[config.mk]
export PLATFORM = sky130hd
export DESIGN_NAME = sd_dma_seq
export DESIGN_NICKNAME = d
export VERILOG_FILES = /design/src/rtl/sd_types.sv /design/src/rtl/sd_dma_fifo.sv /design/src/rtl/sd_dma_seq.sv
export SDC_FILE = /design/constraint.sdc
export NUM_CORES = 1
export LEC_CHECK = 0
export ABC_AREA = 1
export BUFFER_PORTS_ARGS = -buffer_cell sky130_fd_sc_hd__buf_2
export CAP_MARGIN = 25
export CORE_ASPECT_RATIO = 0.5
export CORE_MARGIN = 4
export CORE_UTILIZATION = 40
export CTS_CLUSTER_SIZE = 25
export DETAILED_ROUTE_END_ITERATION = 10
export GPL_TIMING_DRIVEN = 0
export HOLD_SLACK_MARGIN = 0.06
export SLEW_MARGIN = 10
export SYNTH_ARGS = -nofsm -noshare
export SYNTH_HDL_FRONTEND = slang
export SYNTH_SLANG_ARGS = --single-unit
export TNS_END_PERCENT = 20
[constraint.sdc]
create_clock -name clk -period 2.4 [get_ports clk]
set_input_delay 0.36 -clock clk [delete_from_list [all_inputs] [get_ports clk]]
set_output_delay 0.36 -clock clk [all_outputs]
set_load 0.05 [all_outputs]
[src/rtl/sd_types.sv]
// Shared types and default parameters for the SD card DMA sequencer.
// Parameter defaults live here so every block and bench agrees on them.
package sd_types;

  localparam int SD_ADDR_W     = 15;
  localparam int SD_WORD_W     = 12;
  localparam int SD_SECT_WORDS = 256;
  localparam int SD_FIFO_DEPTH = 4;

  typedef enum logic [1:0] {
    sdopNOP,
    sdopRD,
    sdopWR
  } sdOP_t;

  typedef enum logic [1:0] {
    ST_IDLE,
    ST_XFER,
    ST_TAIL,
    ST_DONE
  } sd_state_t;

endpackage

[src/rtl/sd_dma_fifo.sv]
// Small synchronous elastic buffer between the SD word stream and DMA.
// Flush empties it; push and pop together work even when full.
module sd_dma_fifo #(
  parameter int W     = 12,
  parameter int DEPTH = 4
) (
  input  logic         clk,
  input  logic         reset,
  input  logic         flush_i,
  input  logic         push_i,
  input  logic [W-1:0] din_i,
  input  logic         pop_i,
  output logic [W-1:0] dout_o,
  output logic         full_o,
  output logic         empty_o
);

  localparam int AW = (DEPTH > 1) ? $clog2(DEPTH) : 1;

  logic [W-1:0]  mem_q [DEPTH];
  logic [AW-1:0] wptr_q, wptr_d;
  logic [AW-1:0] rptr_q, rptr_d;
  logic [AW:0]   cnt_q, cnt_d;
  logic          do_push, do_pop;

  assign full_o  = (cnt_q == (AW+1)'(DEPTH));
  assign empty_o = (cnt_q == '0);
  assign dout_o  = mem_q[rptr_q];
  assign do_pop  = pop_i && !empty_o;
  assign do_push = push_i && (!full_o || do_pop);

  always_comb begin
    wptr_d = wptr_q;
    rptr_d = rptr_q;
    cnt_d  = cnt_q;
    if (flush_i) begin
      wptr_d = '0;
      rptr_d = '0;
      cnt_d  = '0;
    end else begin
      if (do_push) wptr_d = wptr_q + 1'b1;
      if (do_pop)  rptr_d = rptr_q + 1'b1;
      cnt_d = cnt_q + (AW+1)'(do_push) - (AW+1)'(do_pop);
    end
  end

  always_ff @(posedge clk or posedge reset) begin
    if (reset) begin
      wptr_q <= '0;
      rptr_q <= '0;
      cnt_q  <= '0;
    end else begin
      wptr_q <= wptr_d;
      rptr_q <= rptr_d;
      cnt_q  <= cnt_d;
    end
  end

  always_ff @(posedge clk) begin
    if (do_push && !flush_i) mem_q[wptr_q] <= din_i;
  end

endmodule

[src/rtl/sd_dma_seq.sv]
// SD sector <-> PDP-8 DMA sequencer; define SD_DMA_CSUM_EN for the
// running checksum of DMA words on csum (otherwise csum is tied to 0).
module sd_dma_seq
  import sd_types::*;
#(
  parameter int ADDR_W     = SD_ADDR_W,
  parameter int WORD_W     = SD_WORD_W,
  parameter int SECT_WORDS = SD_SECT_WORDS,
  parameter int FIFO_DEPTH = SD_FIFO_DEPTH
) (
  input  logic              clk,
  input  logic              reset,
  input  logic              clear,
  input  logic              start,
  input  sdOP_t             op,
  input  logic [ADDR_W-1:0] memAddr,
  input  logic              halfLen,
  input  logic [WORD_W-1:0] diskDATA,
  input  logic              diskVALID,
  output logic              diskREADY,
  output logic [WORD_W-1:0] wrDATA,
  output logic              wrVALID,
  input  logic              wrREADY,
  output logic              dmaREQ,
  input  logic              dmaGNT,
  output logic [ADDR_W-1:0] dmaADDR,
  output logic              dmaRD,
  output logic              dmaWR,
  output logic [WORD_W-1:0] dmaDOUT,
  input  logic [WORD_W-1:0] dmaDIN,
  output logic              busy,
  output logic              done,
  output logic [WORD_W-1:0] csum
);

  localparam int CW = $clog2(SECT_WORDS) + 1;

  sd_state_t         state_q, state_d;
  sdOP_t             op_q, op_d;
  logic [ADDR_W-1:0] addr_q, addr_d;
  logic [CW-1:0]     mem_cnt_q, mem_cnt_d;
  logic [CW-1:0]     disk_cnt_q, disk_cnt_d;

  logic              f_push, f_pop, f_flush;
  logic              f_full, f_empty;
  logic [WORD_W-1:0] f_din, f_dout;
  logic              rd, xfer, disk_hs, launch;

  assign rd      = (op_q == sdopRD);
  assign dmaADDR = addr_q;
  assign busy    = (state_q != ST_IDLE);
  assign done    = (state_q == ST_DONE);

  sd_dma_fifo #(
    .W     (WORD_W),
    .DEPTH (FIFO_DEPTH)
  ) u_fifo (
    .clk     (clk),
    .reset   (reset),
    .flush_i (f_flush),
    .push_i  (f_push),
    .din_i   (f_din),
    .pop_i   (f_pop),
    .dout_o  (f_dout),
    .full_o  (f_full),
    .empty_o (f_empty)
  );

  always_comb begin
    state_d    = state_q;
    op_d       = op_q;
    addr_d     = addr_q;
    mem_cnt_d  = mem_cnt_q;
    disk_cnt_d = disk_cnt_q;
    f_push     = 1'b0;
    f_pop      = 1'b0;
    f_flush    = 1'b0;
    f_din      = diskDATA;
    diskREADY  = 1'b0;
    wrVALID    = 1'b0;
    wrDATA     = '0;
    dmaREQ     = 1'b0;
    dmaRD      = 1'b0;
    dmaWR      = 1'b0;
    dmaDOUT    = '0;
    xfer       = 1'b0;
    disk_hs    = 1'b0;
    launch     = 1'b0;

    if (clear) begin
      state_d = ST_IDLE;
      f_flush = 1'b1;
    end else begin
      unique case (state_q)
        ST_IDLE: begin
          if (start && op != sdopNOP) begin
            launch     = 1'b1;
            state_d    = ST_XFER;
            op_d       = op;
            addr_d     = memAddr;
            mem_cnt_d  = halfLen ? CW'(SECT_WORDS / 2)
                                 : CW'(SECT_WORDS);
            disk_cnt_d = CW'(SECT_WORDS);
            f_flush    = 1'b1;
          end
        end
        ST_XFER: begin
          if (rd) begin
            diskREADY = !f_full && disk_cnt_q != '0;
            disk_hs   = diskVALID && diskREADY;
            f_push    = disk_hs;
            dmaREQ    = !f_empty && mem_cnt_q != '0;
            xfer      = dmaREQ && dmaGNT;
            dmaWR     = xfer;
            f_pop     = xfer;
            dmaDOUT   = f_empty ? '0 : f_dout;
          end else begin
            dmaREQ  = !f_full && mem_cnt_q != '0;
            xfer    = dmaREQ && dmaGNT;
            dmaRD   = xfer;
            f_push  = xfer;
            f_din   = dmaDIN;
            wrVALID = !f_empty;
            wrDATA  = f_empty ? '0 : f_dout;
            disk_hs = wrVALID && wrREADY;
            f_pop   = disk_hs;
          end
          // Half sector: leftover buffered read words are discarded.
          if (disk_cnt_q == '0 && f_empty) begin
            state_d = ST_DONE;
          end else if (mem_cnt_q == '0 && (rd || f_empty)) begin
            state_d = ST_TAIL;
            f_flush = 1'b1;
          end
        end
        ST_TAIL: begin
          if (rd) begin
            diskREADY = (disk_cnt_q != '0);
            disk_hs   = diskVALID && diskREADY;
          end else begin
            wrVALID = (disk_cnt_q != '0);
            disk_hs = wrVALID && wrREADY;
          end
          if (disk_cnt_q == '0 && f_empty) state_d = ST_DONE;
        end
        ST_DONE: state_d = ST_IDLE;
        default: state_d = ST_IDLE;
      endcase
    end

    if (xfer) begin
      addr_d    = addr_q + 1'b1;
      mem_cnt_d = mem_cnt_q - 1'b1;
    end
    if (disk_hs) disk_cnt_d = disk_cnt_q - 1'b1;
  end

  always_ff @(posedge clk or posedge reset) begin
    if (reset) begin
      state_q    <= ST_IDLE;
      op_q       <= sdopNOP;
      addr_q     <= '0;
      mem_cnt_q  <= '0;
      disk_cnt_q <= '0;
    end else begin
      state_q    <= state_d;
      op_q       <= op_d;
      addr_q     <= addr_d;
      mem_cnt_q  <= mem_cnt_d;
      disk_cnt_q <= disk_cnt_d;
    end
  end

`ifdef SD_DMA_CSUM_EN
  logic [WORD_W-1:0] csum_q;

  always_ff @(posedge clk or posedge reset) begin
    if (reset) begin
      csum_q <= '0;
    end else if (launch) begin
      csum_q <= '0;
    end else if (xfer) begin
      csum_q <= csum_q + (rd ? f_dout : dmaDIN);
    end
  end

  assign csum = csum_q;
`else
  assign csum = '0;
`endif

endmodule

==> reports/metrics.yaml <==
run_status: "completed"
cap_violations: 0
synth_cell_type_count: 38
rows: 29
antenna_found_initial: 0
synth_cells: 633
holdPathStages: 3
min_period_ns: 2.38
viasPerCell: 4.77
finalSetupTns_ns: 0
leakage_nw: 3.31
die_h_um: 89.4
die_x_um: 171
regToRegEndpoint: "u_fifo.cnt_q[2]$_DFF_PP0_"
p_clk_share_pct: 19.5
clk_pin_slew_ns: 0.07
maxSlewViolCount: 0
portBuffers: 94
cts_root_buffer: "clkbuf_16"
ys_ff_latch: 92
synth-edff-count: 48
min_period_over_period_pct: 99.3
drive_gt1_share_pct: 28.9
comb_power_share_pct: 46.6
synth_area_mm2: 0.00530
path_max_fanout: 10
ant_nets: 0
end_kind: "output pin"
htree_levels: 3
cts.sinks: 92
ys_seq_area_share_pct: 48.0
cp.required_ns: 2.04
cp_slowest_cell: "clkbuf_1"
skew_ns: 0.00577
hold_path_class: "primary input to flip-flop"
overflow: 0
place_congestion: 0.822
pin_count: 107
ys.warnings.count: 0
rsz0062_at_grt: "yes"
dieArea_mm2: 0.0153
reg2reg_depth: 15
routedWlPerCell_um: 14.0
cts.path.max_buffers: 2
synthArstFlopShare_pct: 47.8
grt_max_degree: 31
drc: 0
initial_utilization_pct: 41.3
cp.arrival_ns: 2.02
net-switching-power_mw: 3.18
crit_chain: "clkinv_1, clkbuf_1, a21oi_1, a32o_1, nor2_1, buf_4"
hp-start: "memAddr[1]"
cpPeakStageDelay_ns: 0.48
cts_tree: "done"
sw_frac_of_total_pct: 45.3
internal_power_mw: 3.83
fin_total_pwr_mw: 7.01
yosys.area.top_type_share_pct: 27.2
post-synth-top-count-cell: "nand2_1"
worst-setup-path-type: "flip-flop to output pin"
hold_viol: 0
setup_viol: 0
dr.first_iter.drc_count: 160
nets: 837
synth_largest_area_cell: "edfxtp_1"
syn_area_per_cell_um2: 8.37
num_vias: 4515
drt_pre_antenna_iters: 4
dpl.hpwl_um: 9270
worst_pin_slew_ns: 0.648
synth_common_cells: "nand2_1, nor2_1, inv_1"
max_freq_ghz: 0.419
insertedDiodeCount: 0
fp.coreArea_mm2: 0.0128
clock_latency_ns: 0.34
worstReg2RegStart: "state_q[1]$_DFFE_PP0P_"
holdPathEnd: "dmaADDR[1]$_DFFE_PP0P_"
cp-start-kind: "flip-flop"
numCtsBuffers: 9
irDropWorstVdd_uv: 781
routed_wl_um: 13200
grt_pass1_vias: 4186
grt_pass1_wl_um: 20600
reg2reg_slack_ns: 0.04
synthFlopType: "edfxtp_1"
cellPowerDensity_mw_per_mm2: 1040
max-slew-margin-rel_pct: 56.8
grtUsageTotal_pct: 17.3
syn2layout_area_growth_pct: 27.3
p_seq_share_pct: 33.9
ys_top_cells_by_area: "edfxtp_1, dfrtp_1, nand2_1, nand3_1, nor2_1"
[power by group through the flow]
stage,clock network [mW],registers [mW],logic [mW]
final,1.37,2.37,3.27
after global placement,0,2.39,3.02
after detailed placement,0,2.39,3.06
after CTS,1.40,2.37,3.18
after floorplan,0,2.76,2.01
after global routing,1.46,2.42,3.64
[cell usage in the layout, fill, tap and decap left out, drive strengths merged, types with 12 or more instances in the layout]
master  synthesis  routed
edfxtp         48      48
buf            19     137
o21ai          19      19
a32o           12      12
conb            1      12
nand2         215     215
inv            60      62
clkbuf         12      18
xor2           16      16
a21oi          20      20
nand3          49      49
dfrtp          44      44
nor2           71      71
ha             16      16
[kinds of logic after synthesis]
group	Yosys count	share of synthesized area, %
xor gates and xnor gates	24	3.97
DFF	92	48.0
and+or+nand+nor	348	28.7
buffers and inverters	92	7.92
AOI/OAI and AO/OA	59	7.18
adders and majority gates	17	4.16
other	1	0.0708
[stage by stage]
| stage | hold slack, ns | setup WS (ns) | utilization [%] | instances | instance area [µm²] |
|---|---|---|---|---|---|
| 4_1_cts | 0.246 | -0.0190 | 51.5 | 938 | 6590 |
| 6_report | 0.252 | 0.0156 | 52.6 | 946 | 6740 |
| 2_1_floorplan | 0.448 | 0.0116 | - | 644 | 5340 |
| 3_3_place_gp | 0.466 | -0.604 | 47.0 | 908 | 6020 |
| 5_1_grt | 0.249 | -0.126 | 52.6 | 946 | 6740 |
| 3_5_place_dp | 0.355 | -0.370 | 47.5 | 913 | 6080 |
[critical path, delay by kind of cell (launching register included)]
family                 cells  cell delay [ns]
AO/OA/AOI/OAI              2             0.35
AND/OR/NAND/NOR            1             0.11
buffers and inverters      3             0.85
flip-flops                 1             0.37
[layout make-up]
class	count	area [µm²]
clock buffers	9	225
inverters	61	233
fillers	1217	6070
multi-input cells	460	2480
flip-flops and latches	92	2540
well taps	170	213
plain buffers	30	220
clock inverters	7	58.8
repair buffers	117	764
[state kept, by name, summed over array words and instances, names as in the netlist]
| register | cells |
|---|---|
| disk_cnt_q | 9 |
| dmaADDR | 15 |
| mem_cnt_q | 9 |
| op_q | 2 |
| state_q | 2 |
| u_fifo.cnt_q | 3 |
| u_fifo.mem_q | 48 |
| u_fifo.rptr_q | 2 |
| u_fifo.wptr_q | 2 |
[worst max-delay path by stage]
stage / from / endpoint / slack, ns / cells past startpoint
CTS: mem_cnt_q[0]$_DFFE_PP0P_ / u_fifo.cnt_q[2]$_DFF_PP0_ / -0.02 / 16
global placement: state_q[1]$_DFFE_PP0P_ / u_fifo.mem_q[2][8]$_DFFE_PP_ / -0.60 / 10
floorplan: state_q[1]$_DFFE_PP0P_ / wrDATA[10] / 0.01 / 9
global route: u_fifo.rptr_q[1]$_DFFE_PP0P_ / dmaDOUT[10] / -0.13 / 6
finish: u_fifo.rptr_q[1]$_DFFE_PP0P_ / dmaDOUT[10] / 0.02 / 6
detailed placement: state_q[1]$_DFFE_PP0P_ / u_fifo.mem_q[1][1]$_DFFE_PP_ / -0.37 / 11
[per-layer routing]
layer	routed length (µm)	share of wire, %	GRT usage [%]
met5	0	0	0
met2	6180	47	30.2
met4	102	0.77	3.19
met1	6210	47	22.8
met3	718	5.4	3.58
[repair_timing]
item | 4_1_cts | 5_1_grt
gates resized for setup | 58 | 30
hold buffers | 1 | 0
setup buffers | 9 | 8
cloned | 0 | 0
setup endpoints to repair | 70 | 78
pin swaps | 3 | 6
hold endpoints to repair | 14 | 0
(Power assumes the default switching activity.)
